File: src/rtl/scan_pkg.sv
// Shared types and constants for the scan chain controller.
package scan_pkg;

    localparam int unsigned CHAIN_LEN_MIN = 2;
    localparam int unsigned CHAIN_LEN_MAX = 64;

    typedef enum logic [2:0] {
        StIdle,
        StShift,
        StCapture,
        StUnload,
        StFinish
    } scan_state_e;

endpackage

File: src/rtl/scan_resp_cmp.sv
// Masked compare of an unloaded scan response against an expected word.
module scan_resp_cmp #(
    parameter int unsigned WIDTH = 8
) (
    input  logic [WIDTH-1:0] resp,
    input  logic [WIDTH-1:0] exp_word,
    input  logic [WIDTH-1:0] mask,
    output logic             match
);

    assign match = (((resp ^ exp_word) & mask) == '0);

endmodule

File: src/rtl/scan_chain_ctrl.sv
// Load/capture/unload controller for a single scan chain.
// Define SCAN_CMP_EN to add EXPECT/MASK inputs and the registered PASS result.
module scan_chain_ctrl
    import scan_pkg::*;
#(
    parameter int unsigned CHAIN_LEN = 8
) (
    input  logic                 CLK,
    input  logic                 RST_N,
    input  logic                 START,
    input  logic                 ABORT,
    input  logic [CHAIN_LEN-1:0] PATTERN,
    input  logic                 SO,
    output logic                 SE,
    output logic                 SI,
    output logic                 BUSY,
    output logic                 DONE,
    output logic [CHAIN_LEN-1:0] RESP
`ifdef SCAN_CMP_EN
    ,
    input  logic [CHAIN_LEN-1:0] EXPECT,
    input  logic [CHAIN_LEN-1:0] MASK,
    output logic                 PASS
`endif
);

    localparam int unsigned CntW = $clog2(CHAIN_LEN);
    localparam logic [CntW-1:0] CntLast = CntW'(CHAIN_LEN - 1);

    if (CHAIN_LEN < CHAIN_LEN_MIN || CHAIN_LEN > CHAIN_LEN_MAX) begin : g_bad_len
        $error("CHAIN_LEN out of range");
    end

    scan_state_e          state_q, state_d;
    logic [CntW-1:0]      cnt_q, cnt_d;
    // Pattern bits still to be shifted; the MSB already sits in si_q.
    logic [CHAIN_LEN-2:0] sr_q, sr_d;
    logic [CHAIN_LEN-2:0] cap_q, cap_d;
    logic [CHAIN_LEN-1:0] resp_q, resp_d;
    logic [CHAIN_LEN-1:0] unload_word;
    logic                 se_q, se_d, si_q, si_d, done_q, done_d;
    logic                 accept, finishing;

    assign unload_word = {cap_q, SO};

    always_comb begin
        state_d   = state_q;
        cnt_d     = cnt_q;
        sr_d      = sr_q;
        cap_d     = cap_q;
        resp_d    = resp_q;
        si_d      = 1'b0;
        accept    = 1'b0;
        finishing = 1'b0;
        unique case (state_q)
            StIdle: begin
                if (START) begin
                    accept  = 1'b1;
                    state_d = StShift;
                    cnt_d   = '0;
                    sr_d    = PATTERN[CHAIN_LEN-2:0];
                    si_d    = PATTERN[CHAIN_LEN-1];
                end
            end
            StShift: begin
                if (cnt_q == CntLast) begin
                    state_d = StCapture;
                    cnt_d   = '0;
                end else begin
                    cnt_d = cnt_q + CntW'(1);
                    si_d  = sr_q[CHAIN_LEN-2];
                    sr_d  = sr_q << 1;
                end
            end
            StCapture: state_d = StUnload;
            StUnload: begin
                cap_d = unload_word[CHAIN_LEN-2:0];
                if (cnt_q == CntLast) begin
                    state_d   = StFinish;
                    cnt_d     = '0;
                    resp_d    = unload_word;
                    finishing = 1'b1;
                end else begin
                    cnt_d = cnt_q + CntW'(1);
                end
            end
            StFinish: state_d = StIdle;
            default:  state_d = StIdle;
        endcase
        // Abort discards any partial unload so RESP keeps the last full result.
        if (ABORT && state_q != StIdle) begin
            state_d   = StIdle;
            cnt_d     = '0;
            resp_d    = resp_q;
            si_d      = 1'b0;
            finishing = 1'b0;
        end
        se_d   = (state_d == StShift) || (state_d == StUnload);
        done_d = (state_d == StFinish);
    end

    always_ff @(posedge CLK or negedge RST_N) begin
        if (!RST_N) begin
            state_q <= StIdle;
            cnt_q   <= '0;
            sr_q    <= '0;
            cap_q   <= '0;
            resp_q  <= '0;
            se_q    <= 1'b0;
            si_q    <= 1'b0;
            done_q  <= 1'b0;
        end else begin
            state_q <= state_d;
            cnt_q   <= cnt_d;
            sr_q    <= sr_d;
            cap_q   <= cap_d;
            resp_q  <= resp_d;
            se_q    <= se_d;
            si_q    <= si_d;
            done_q  <= done_d;
        end
    end

    assign SE   = se_q;
    assign SI   = si_q;
    assign DONE = done_q;
    assign RESP = resp_q;
    assign BUSY = (state_q != StIdle);

`ifdef SCAN_CMP_EN
    logic [CHAIN_LEN-1:0] exp_q, mask_q;
    logic                 pass_q, cmp_match;

    scan_resp_cmp #(
        .WIDTH(CHAIN_LEN)
    ) u_cmp (
        .resp    (unload_word),
        .exp_word(exp_q),
        .mask    (mask_q),
        .match   (cmp_match)
    );

    always_ff @(posedge CLK or negedge RST_N) begin
        if (!RST_N) begin
            exp_q  <= '0;
            mask_q <= '0;
            pass_q <= 1'b0;
        end else begin
            if (accept) begin
                exp_q  <= EXPECT;
                mask_q <= MASK;
            end
            if (finishing) begin
                pass_q <= cmp_match;
            end
        end
    end

    assign PASS = pass_q;
`else
    logic unused_accept;
    assign unused_accept = accept ^ finishing;
`endif

endmodule

File: config.mk
export PLATFORM = sky130hd
export DESIGN_NAME = scan_chain_ctrl
export DESIGN_NICKNAME = d
export VERILOG_FILES = /design/src/rtl/scan_pkg.sv /design/src/rtl/scan_resp_cmp.sv /design/src/rtl/scan_chain_ctrl.sv
export SDC_FILE = /design/constraint.sdc
export NUM_CORES = 1
export LEC_CHECK = 0
export CORE_MARGIN = 4
export CORE_UTILIZATION = 35
export DETAILED_ROUTE_END_ITERATION = 12
export GPL_ROUTABILITY_DRIVEN = 0
export SLEW_MARGIN = 0
export SYNTH_ARGS = -nofsm -noshare
export SYNTH_HDL_FRONTEND = slang
export SYNTH_SLANG_ARGS = --single-unit
export TNS_END_PERCENT = 20
File: constraint.sdc
create_clock -name CLK -period 2.2 [get_ports CLK]
set_input_delay 0.22 -clock CLK [delete_from_list [all_inputs] [get_ports CLK]]
set_output_delay 0.22 -clock CLK [all_outputs]
set_load 0.05 [all_outputs]
# --- Word level (Yosys, flattened, before mapping) ---
# Cells that the tools add are included.
classes:
  n_reduce_logical: 10
  add_sub_neg: 1
  eq_ne: 10
  bitwise_logic: 1
  n_mux: 16
ops:
  columns: ["operator", "n"]
  rows:
  - ["2-to-1 mux 3 bit", 7]
  - ["2-to-1 mux 7 bit", 2]
  - ["one-hot mux 7 bit (2 select lines)", 1]
  - ["one-hot mux 3 bit (4 select lines)", 1]
  - ["== test 3 x 2 -> 1 bit, second input constant", 3]
  - ["== test 3 x 1 -> 1 bit, second input constant", 2]
  - ["== test 3 bit, second input constant", 2]
  - ["one-hot mux 3 bit (2 select lines)", 1]
  - ["AND reduction 3 bit", 2]
  - ["nonzero test 3 bit", 2]
  - ["inequality test 2 bit, second input constant", 2]
  - ["adder 3 x 1 -> 3 bit, second input constant", 1]
  - ["zero test 3 bit", 1]
  - ["2-to-1 mux 1 bit", 3]
  - ["inequality test 3 bit, second input constant", 1]
  - ["one-hot mux 1 bit (2 select lines)", 1]
  - ["AND reduction 2 bit", 1]
  - ["nonzero test 2 bit", 1]
  - ["OR reduction 2 bit", 1]
  - ["logical AND 1 bit", 1]
  - ["logical OR 1 bit", 1]
  - ["inverter 1 bit", 1]
word_totals:
  in_bits: 13
  regBits: 31
  word_cells: 46

# --- Logic depth before layout (Yosys ltp) ---
# Gate-level depths: netlist (run 1).
depth:
  ltp_word: 6
  depth_mapped: 5
  ltp_nobuf: 5

# --- Least setup slack after synthesis (run 1) ---
# Ideal clock, no wire load.
synth_timing:
  path_kind: "reg2reg"
  from: "reg cnt_q[0]"
  to: "reg sr_q[1]"
  required_time_ps: 2075
  arrival_time_ps: 1507
  stages_incl_launch_ff: 6
  n_path_buf: 0
  slack_ps: 568
  period_less_slack_ps: 1632
  cell_sequence: "dfrtp_1 > ha_1 > ha_1 > nand2b_1 > a21oi_4 > mux2_2"
synth_via:
  elab_chain_len: 3
synth_lines:
  columns: ["element", "line", "source"]
  rows:
  - ["start, declared", "scan_chain_ctrl.sv:35", "logic [CntW-1:0] cnt_q, cnt_d;"]
  - ["start signal, assigned", "scan_chain_ctrl.sv:114", "cnt_q <= cnt_d;"]
  - ["== test 3 bit", "scan_chain_ctrl.sv:66", "if (cnt_q == CntLast) begin"]
  - ["inequality test 2 bit (no source line)", null, null]
  - ["AND reduction 3 bit (no source line)", null, null]
  - ["end signal, assigned", "scan_chain_ctrl.sv:115", "sr_q <= sr_d;"]
  - ["end, declared", "scan_chain_ctrl.sv:37", "logic [CHAIN_LEN-2:0] sr_q, sr_d;"]
# Every way passes these cells.
# A chain may end at the register's enable or synchronous reset.

# --- Worst setup path in the final report (run 1) ---
# Ends and elaborated chain as after synthesis.

==> results.sh, run 1 <==
export IMPL_wire_per_inst_um=13.1
export IMPL_worstPathMaxFanout=6
export IMPL_clock_skew_ns=0.00382
export IMPL_cts_root_buffer="clkbuf_8"
export IMPL_clock_latency_ns=0.28
export IMPL_rsz0062_at_grt="no"
export IMPL_cts_buffers=5
export IMPL_final_common_cell="dfrtp_1"
export IMPL_grt_pass1_vias=924
export IMPL_criticalPathCategory="reg -> reg"
export IMPL_drtIter0Drc=56
export IMPL_fin_nets=146
export IMPL_whs_ns=0.326
export IMPL_dp_slack_ns=0.333
export IMPL_ant_nets=0
export IMPL_clockBufferDepth=2
export IMPL_fin_util_pct=48.3
export IMPL_maxSlewViolCount=0
export IMPL_grt_pass1_wl_mm=4.03
export IMPL_end_kind="flop"
export IMPL_powerDensity_nw_per_um2=879
export IMPL_first_pass_iters=4
export IMPL_yosysTopAreaCellShare_pct=54.9
export IMPL_cp_endpoint="sr_q[1]"
export IMPL_ys_warn_count=0
export IMPL_hold_viol_final=0
export IMPL_reg2reg_slack_ns=0.42
export IMPL_die_w_um=71.6
export IMPL_status="complete, no violations"
export IMPL_grt_overflow=0
export IMPL_syn_area_um2=1410
export IMPL_synth_avg_cell_area_um2=13.7
export IMPL_tightestPinTransition_ns=0.506
export IMPL_drive_gt1_share_pct=32.6
export IMPL_vias=874
export IMPL_cts_sinks=31
export IMPL_initial_utilization_pct=37.5
export IMPL_port_buffers=24
export IMPL_finalCritPeriodShare_pct=80.9
export IMPL_leakage_nw=0.842
export IMPL_hold_buffers=0
export IMPL_drv_cap=0
export IMPL_fmax_mhz=562
export IMPL_crit_path_start="cnt_q[0]"
export IMPL_setup_viol=0
export IMPL_layout_cells_non_filler=180
export IMPL_dp_hpwl_mm=1.71
export IMPL_layout_common_cells="31 x dfrtp_1, 27 x mux2_2, 23 x clkdlybuf4s50_1"
export IMPL_arrival_ns=1.94
export IMPL_yosysSeqAreaShare_pct=54.9
export IMPL_syn_inst=103
export IMPL_cp_common_cell="ha_1"
export IMPL_ys_ff_latch=31
export IMPL_slowest_stage="dfrtp_1"
export IMPL_yosysTopAreaCell="dfrtp_1"
export IMPL_grt_start_max_net_pins=32
export IMPL_die_h_um=71.6
export IMPL_synth_distinct_cells=35
export IMPL_drc=0
export IMPL_start_kind="flop"
export IMPL_post_cts_setup_buffers=0
export IMPL_r2r_end="sr_q[1]"
export IMPL_max_slew_margin_pct=66.2
export IMPL_rows=22
export IMPL_required_ns=2.36
export IMPL_setup_ws_ns=0.421
export IMPL_htree_num_levels=2
export IMPL_hp_class="in -> async"
export IMPL_path_clk_slew_ns=0.06
export IMPL_fill_cells=328
export IMPL_antenna_found_initial=0
export IMPL_antenna_cells=0
export IMPL_post_route_min_period_ns=1.78
export IMPL_cts_tree="yes"
export IMPL_netlist_top_cells_area="dfrtp_1 55%, mux2_2 22%, buf_6 2.4%"
export IMPL_place_inst=172
export IMPL_grt_util_all_layers_pct=10.1
export IMPL_synth_nets=118
export IMPL_ff2ff_path_depth=5
export IMPL_die_area_um2=5120
export IMPL_area_delta_synth_final_pct=28.8
export IMPL_totalWireLength_mm=2.35
export IMPL_ir_worst_vdd_mv=0.499
export IMPL_tns_ns=0
export IMPL_max_stage_delay_ns=0.42
export IMPL_io_pins=25
export IMPL_coreArea_um2=3770
export IMPL_viasPerCell=4.86
export IMPL_r2r_start="cnt_q[0]"
export IMPL_path_cells="ha_1 -> ha_1 -> nand2b_1 -> a21oi_4 -> mux2_2"
==> cell usage after synthesis <==
master	n
and3b_1	1
o21ai_0	2
nand2_1	1
or2_4	1
dfrtp_1	31
nor4b_1	1
o2bb2ai_1	2
a21oi_1	5
clkbuf_1	1
buf_2	1
nand2_2	1
and2_2	1
nor2_1	1
or3_1	1
a31oi_1	1
mux2_2	27
o32ai_1	1
nor3_1	1
a21oi_4	1
a211o_1	1
nand3_4	1
xnor2_1	1
and2b_1	1
nand3b_1	1
nor2b_1	1
buf_6	3
nand2b_1	2
a21o_1	1
ha_1	2
or2b_1	1
nor2_2	1
or2_2	1
or3b_1	1
inv_1	3
a22oi_1	1
==> routing by layer <==
layer	track usage, %	share of wire [%]	wire [um]	vias to the layer above
li1	-	-	-	424
met1	12.0	45	1060	422
met2	16.1	47	1110	19
met3	3.23	5.1	120	9
met4	5.64	2.6	61	0
met5	0	0	0	-
==> per-stage QoR <==
stage | power (W) | instance area [um^2]
3_3_place_gp | 0.000958 | 1690
5_1_grt | 0.00168 | 1820
4_1_cts | 0.00162 | 1820
6_report | 0.00160 | 1820
3_5_place_dp | 0.000966 | 1690
2_1_floorplan | 0.000884 | 1410
==> how the worst min path moves through the flow <==
stage | start | endpoint | slack (ns) | cells past startpoint
after floorplan | RST_N | DONE | -0.08 | 0
after global placement | sr_q[3] | sr_q[3] | 0.48 | 1
after detailed placement | cap_q[6] | RESP[7] | 0.49 | 1
after CTS | RST_N | cap_q[0] | 0.35 | 2
after global routing | RST_N | sr_q[4] | 0.38 | 2
final | RST_N | cap_q[0] | 0.33 | 2
==> report_power, final <==
part / internal [W] / leakage, nW / switching [W]
Sequential: 0.000643 / 0.409 / 0.0000342
Clock: 0.000452 / 0.0654 / 0.000200
Combinational: 0.000145 / 0.367 / 0.000126
Total: 0.00124 / 0.842 / 0.000360
==> repair_timing <==
action                                  CTS  global route
gates resized for setup                   0             1
hold endpoints to repair                  0             0
endpoints found under the setup margin    0             1
==> worst max-delay path, delay by kind of cell (launching register included) <==
kind	cells	cell delay (ns)
simple gates	1	0.21
compound gates	1	0.25
flops	1	0.42
mux	1	0.36
fa+ha+maj	2	0.42
==> cells by family after synthesis <==
family	Yosys count	share of synthesized area [%]
muxes	27	21.5
AOI/OAI and AO/OA	15	7.61
xor gates and xnor gates	1	0.620
buffers and inverters	8	3.80
adders and majority gates	2	1.77
and+or+nand+nor	19	9.82
DFF	31	54.9
==> area by class of cell <==
| cell class | count | area (um^2) | area share (%) |
|---|---|---|---|
| clock buffer | 6 | 72.6 | 3.98 |
| clock inverter | 2 | 60.1 | 3.30 |
| inverter | 3 | 11.3 | 0.618 |
| multi-input combinational | 64 | 584 | 32.1 |
| sequential | 31 | 776 | 42.6 |
| tap | 48 | 60.1 | 3.30 |
| timing repair buffer | 26 | 258 | 14.1 |
==> flip-flops by register name, summed over array words and instances, names as in the netlist <==
signal	count
cap_q	7
SE	1
sr_q	7
cnt_q	3
RESP	8
SI	1
state_q	3
DONE	1
Note: power is estimated with default switching activity, not from simulation.
==> inputs of run 2 (changes only) <==
==> constraint.sdc (replaced) <==
create_clock -name CLK -period 1.75 [get_ports CLK]
set_input_delay 0.175 -clock CLK [delete_from_list [all_inputs] [get_ports CLK]]
set_output_delay 0.175 -clock CLK [all_outputs]
set_load 0.05 [all_outputs]
==> results.sh, run 2 (same netlist as run 1, synthesis figures left out) <==
export IMPL_area_delta_synth_final_pct=33.6
export IMPL_status="complete, no violations"
export IMPL_wl_met1_mm=1.07
export IMPL_p_int_w=0.00161
export IMPL_clkPwrFrac_pct=39.5
export IMPL_first_pass_iters=4
export IMPL_cts_buffers=5
export IMPL_antenna_found_initial=0
export IMPL_fmax_mhz=608
export IMPL_layout_common_cells="31 x dfrtp_1, 23 x clkdlybuf4s50_1, 21 x mux2_2"
export IMPL_tns_ns=0
export IMPL_rsz0062_at_grt="no"
export IMPL_p_sw_share_pct=22.8
export IMPL_finalCritPeriodShare_pct=94.0
export IMPL_ir_worst_vdd_mv=0.602
export IMPL_vias=892
export IMPL_final_common_cell="dfrtp_1"
export IMPL_ant_nets=0
export IMPL_clock_skew_ns=0.00241
export IMPL_max_slew_margin_pct=66.5
export IMPL_post_cts_setup_buffers=0
export IMPL_grt_util_all_layers_pct=10.8
export IMPL_required_ns=1.91
export IMPL_grt_pass1_wl_mm=4.37
export IMPL_wire_per_inst_um=13.2
export IMPL_largest_reg_flops=8
export IMPL_leakage_nw=0.880
export IMPL_clock_latency_ns=0.27
export IMPL_io_pins=25
export IMPL_cts_tree="yes"
export IMPL_power_w=0.00208
export IMPL_criticalPathCategory="reg -> reg"
export IMPL_tightestPinTransition_ns=0.500
export IMPL_antenna_cells=0
export IMPL_power_switching_w=0.000475
export IMPL_viasPerCell=4.82
export IMPL_grt_pass1_vias=999
export IMPL_totalWireLength_mm=2.45
export IMPL_htree_num_levels=2
export IMPL_die_area_um2=5120
export IMPL_drtIter0Drc=72
export IMPL_fin_nets=151
export IMPL_drc=0
export IMPL_end_kind="flop"
export IMPL_fill_cells=333
export IMPL_dr_wl_met2_mm=1.26
export IMPL_drive_gt1_share_pct=38.0
export IMPL_path_clk_slew_ns=0.06
export IMPL_wl_met3_um=96
export IMPL_grt_overflow=0
export IMPL_dp_hpwl_mm=1.81
export IMPL_start_kind="flop"
export IMPL_seqPwrFrac_pct=41.7
export IMPL_die_h_um=71.6
export IMPL_powerDensity_nw_per_um2=1100
export IMPL_maxSlewViolCount=0
export IMPL_port_buffers=24
export IMPL_hold_viol_final=0
export IMPL_fin_util_pct=50.1
export IMPL_rows=22
export IMPL_clockBufferDepth=2
export IMPL_p_comb_share_pct=18.7
export IMPL_worstPathMaxFanout=6
export IMPL_post_route_min_period_ns=1.64
export IMPL_top_layer_used="met4"
export IMPL_cts_sinks=31
export IMPL_setup_viol=0
export IMPL_initial_utilization_pct=37.5
export IMPL_grt_start_max_net_pins=32
export IMPL_hp_class="in -> async"
export IMPL_cts_root_buffer="clkbuf_8"
export IMPL_coreArea_um2=3770
export IMPL_drv_cap=0
export IMPL_die_w_um=71.6
export IMPL_arrival_ns=1.81
[run 2: final cells by class]
cell class              instances  area, um^2  share of cell area [%]
clock buffers                   6        72.6                    3.84
flip-flops and latches         31         776                    41.1
inverters                       3        11.3                   0.596
repair buffers                 31         290                    15.4
multi-input cells              64         619                    32.8
well taps                      48        60.1                    3.18
clock inverters                 2        60.1                    3.18
[run 2: critical path: stages (launching register included)]
cell,delay (ns)
dfrtp_1,0.38
ha_2,0.18
ha_2,0.17
nand2b_4,0.15
a21oi_4,0.30
mux2_4,0.33
[run 2: final timing paths]
path / from / end / slack [ns] / cells past startpoint
worst max-delay path: cnt_q[0] / sr_q[4] / 0.11 / 5
worst min-delay path: RST_N / RESP[0] / 0.29 / 2
worst max register to register: cnt_q[0] / sr_q[4] / 0.11 / 5
worst min register to register: RESP[7] / RESP[7] / 0.51 / 1
max in group asynchronous: RST_N / state_q[1] / 1.18 / 2
min in group CLK: PATTERN[7] / SI / 0.49 / 3
[run 2: what timing repair did]
item                       4_1_cts  5_1_grt
hold buffers                     0        0
setup endpoints to repair        0        6
gates resized for setup          0       10
[run 2: metal layers]
layer	vias to the layer above	GRT usage (%)
li1	429	-
met1	443	13.3
met2	15	17.6
met3	5	3.23
met4	0	4.59
met5	-	0
[run 2: stage by stage]
stage	cells	setup WS (ns)	area, um^2	hold WS (ns)
2_1_floorplan	103	0.118	1410	-0.121
6_report	185	0.106	1890	0.290
5_1_grt	185	0.00931	1890	0.334
3_3_place_gp	177	0.0804	1720	0.488
4_1_cts	185	0.0200	1850	0.303
3_5_place_dp	177	0.0325	1720	0.496
[run 2: power groups by stage]
stage | clock [W] | combinational (W) | sequential (W)
final | 0.000822 | 0.000390 | 0.000868
after global routing | 0.000870 | 0.000430 | 0.000881
after CTS | 0.000835 | 0.000349 | 0.000864
after detailed placement | 0 | 0.000347 | 0.000878
after global placement | 0 | 0.000338 | 0.000873
after floorplan | 0 | 0.000226 | 0.000886
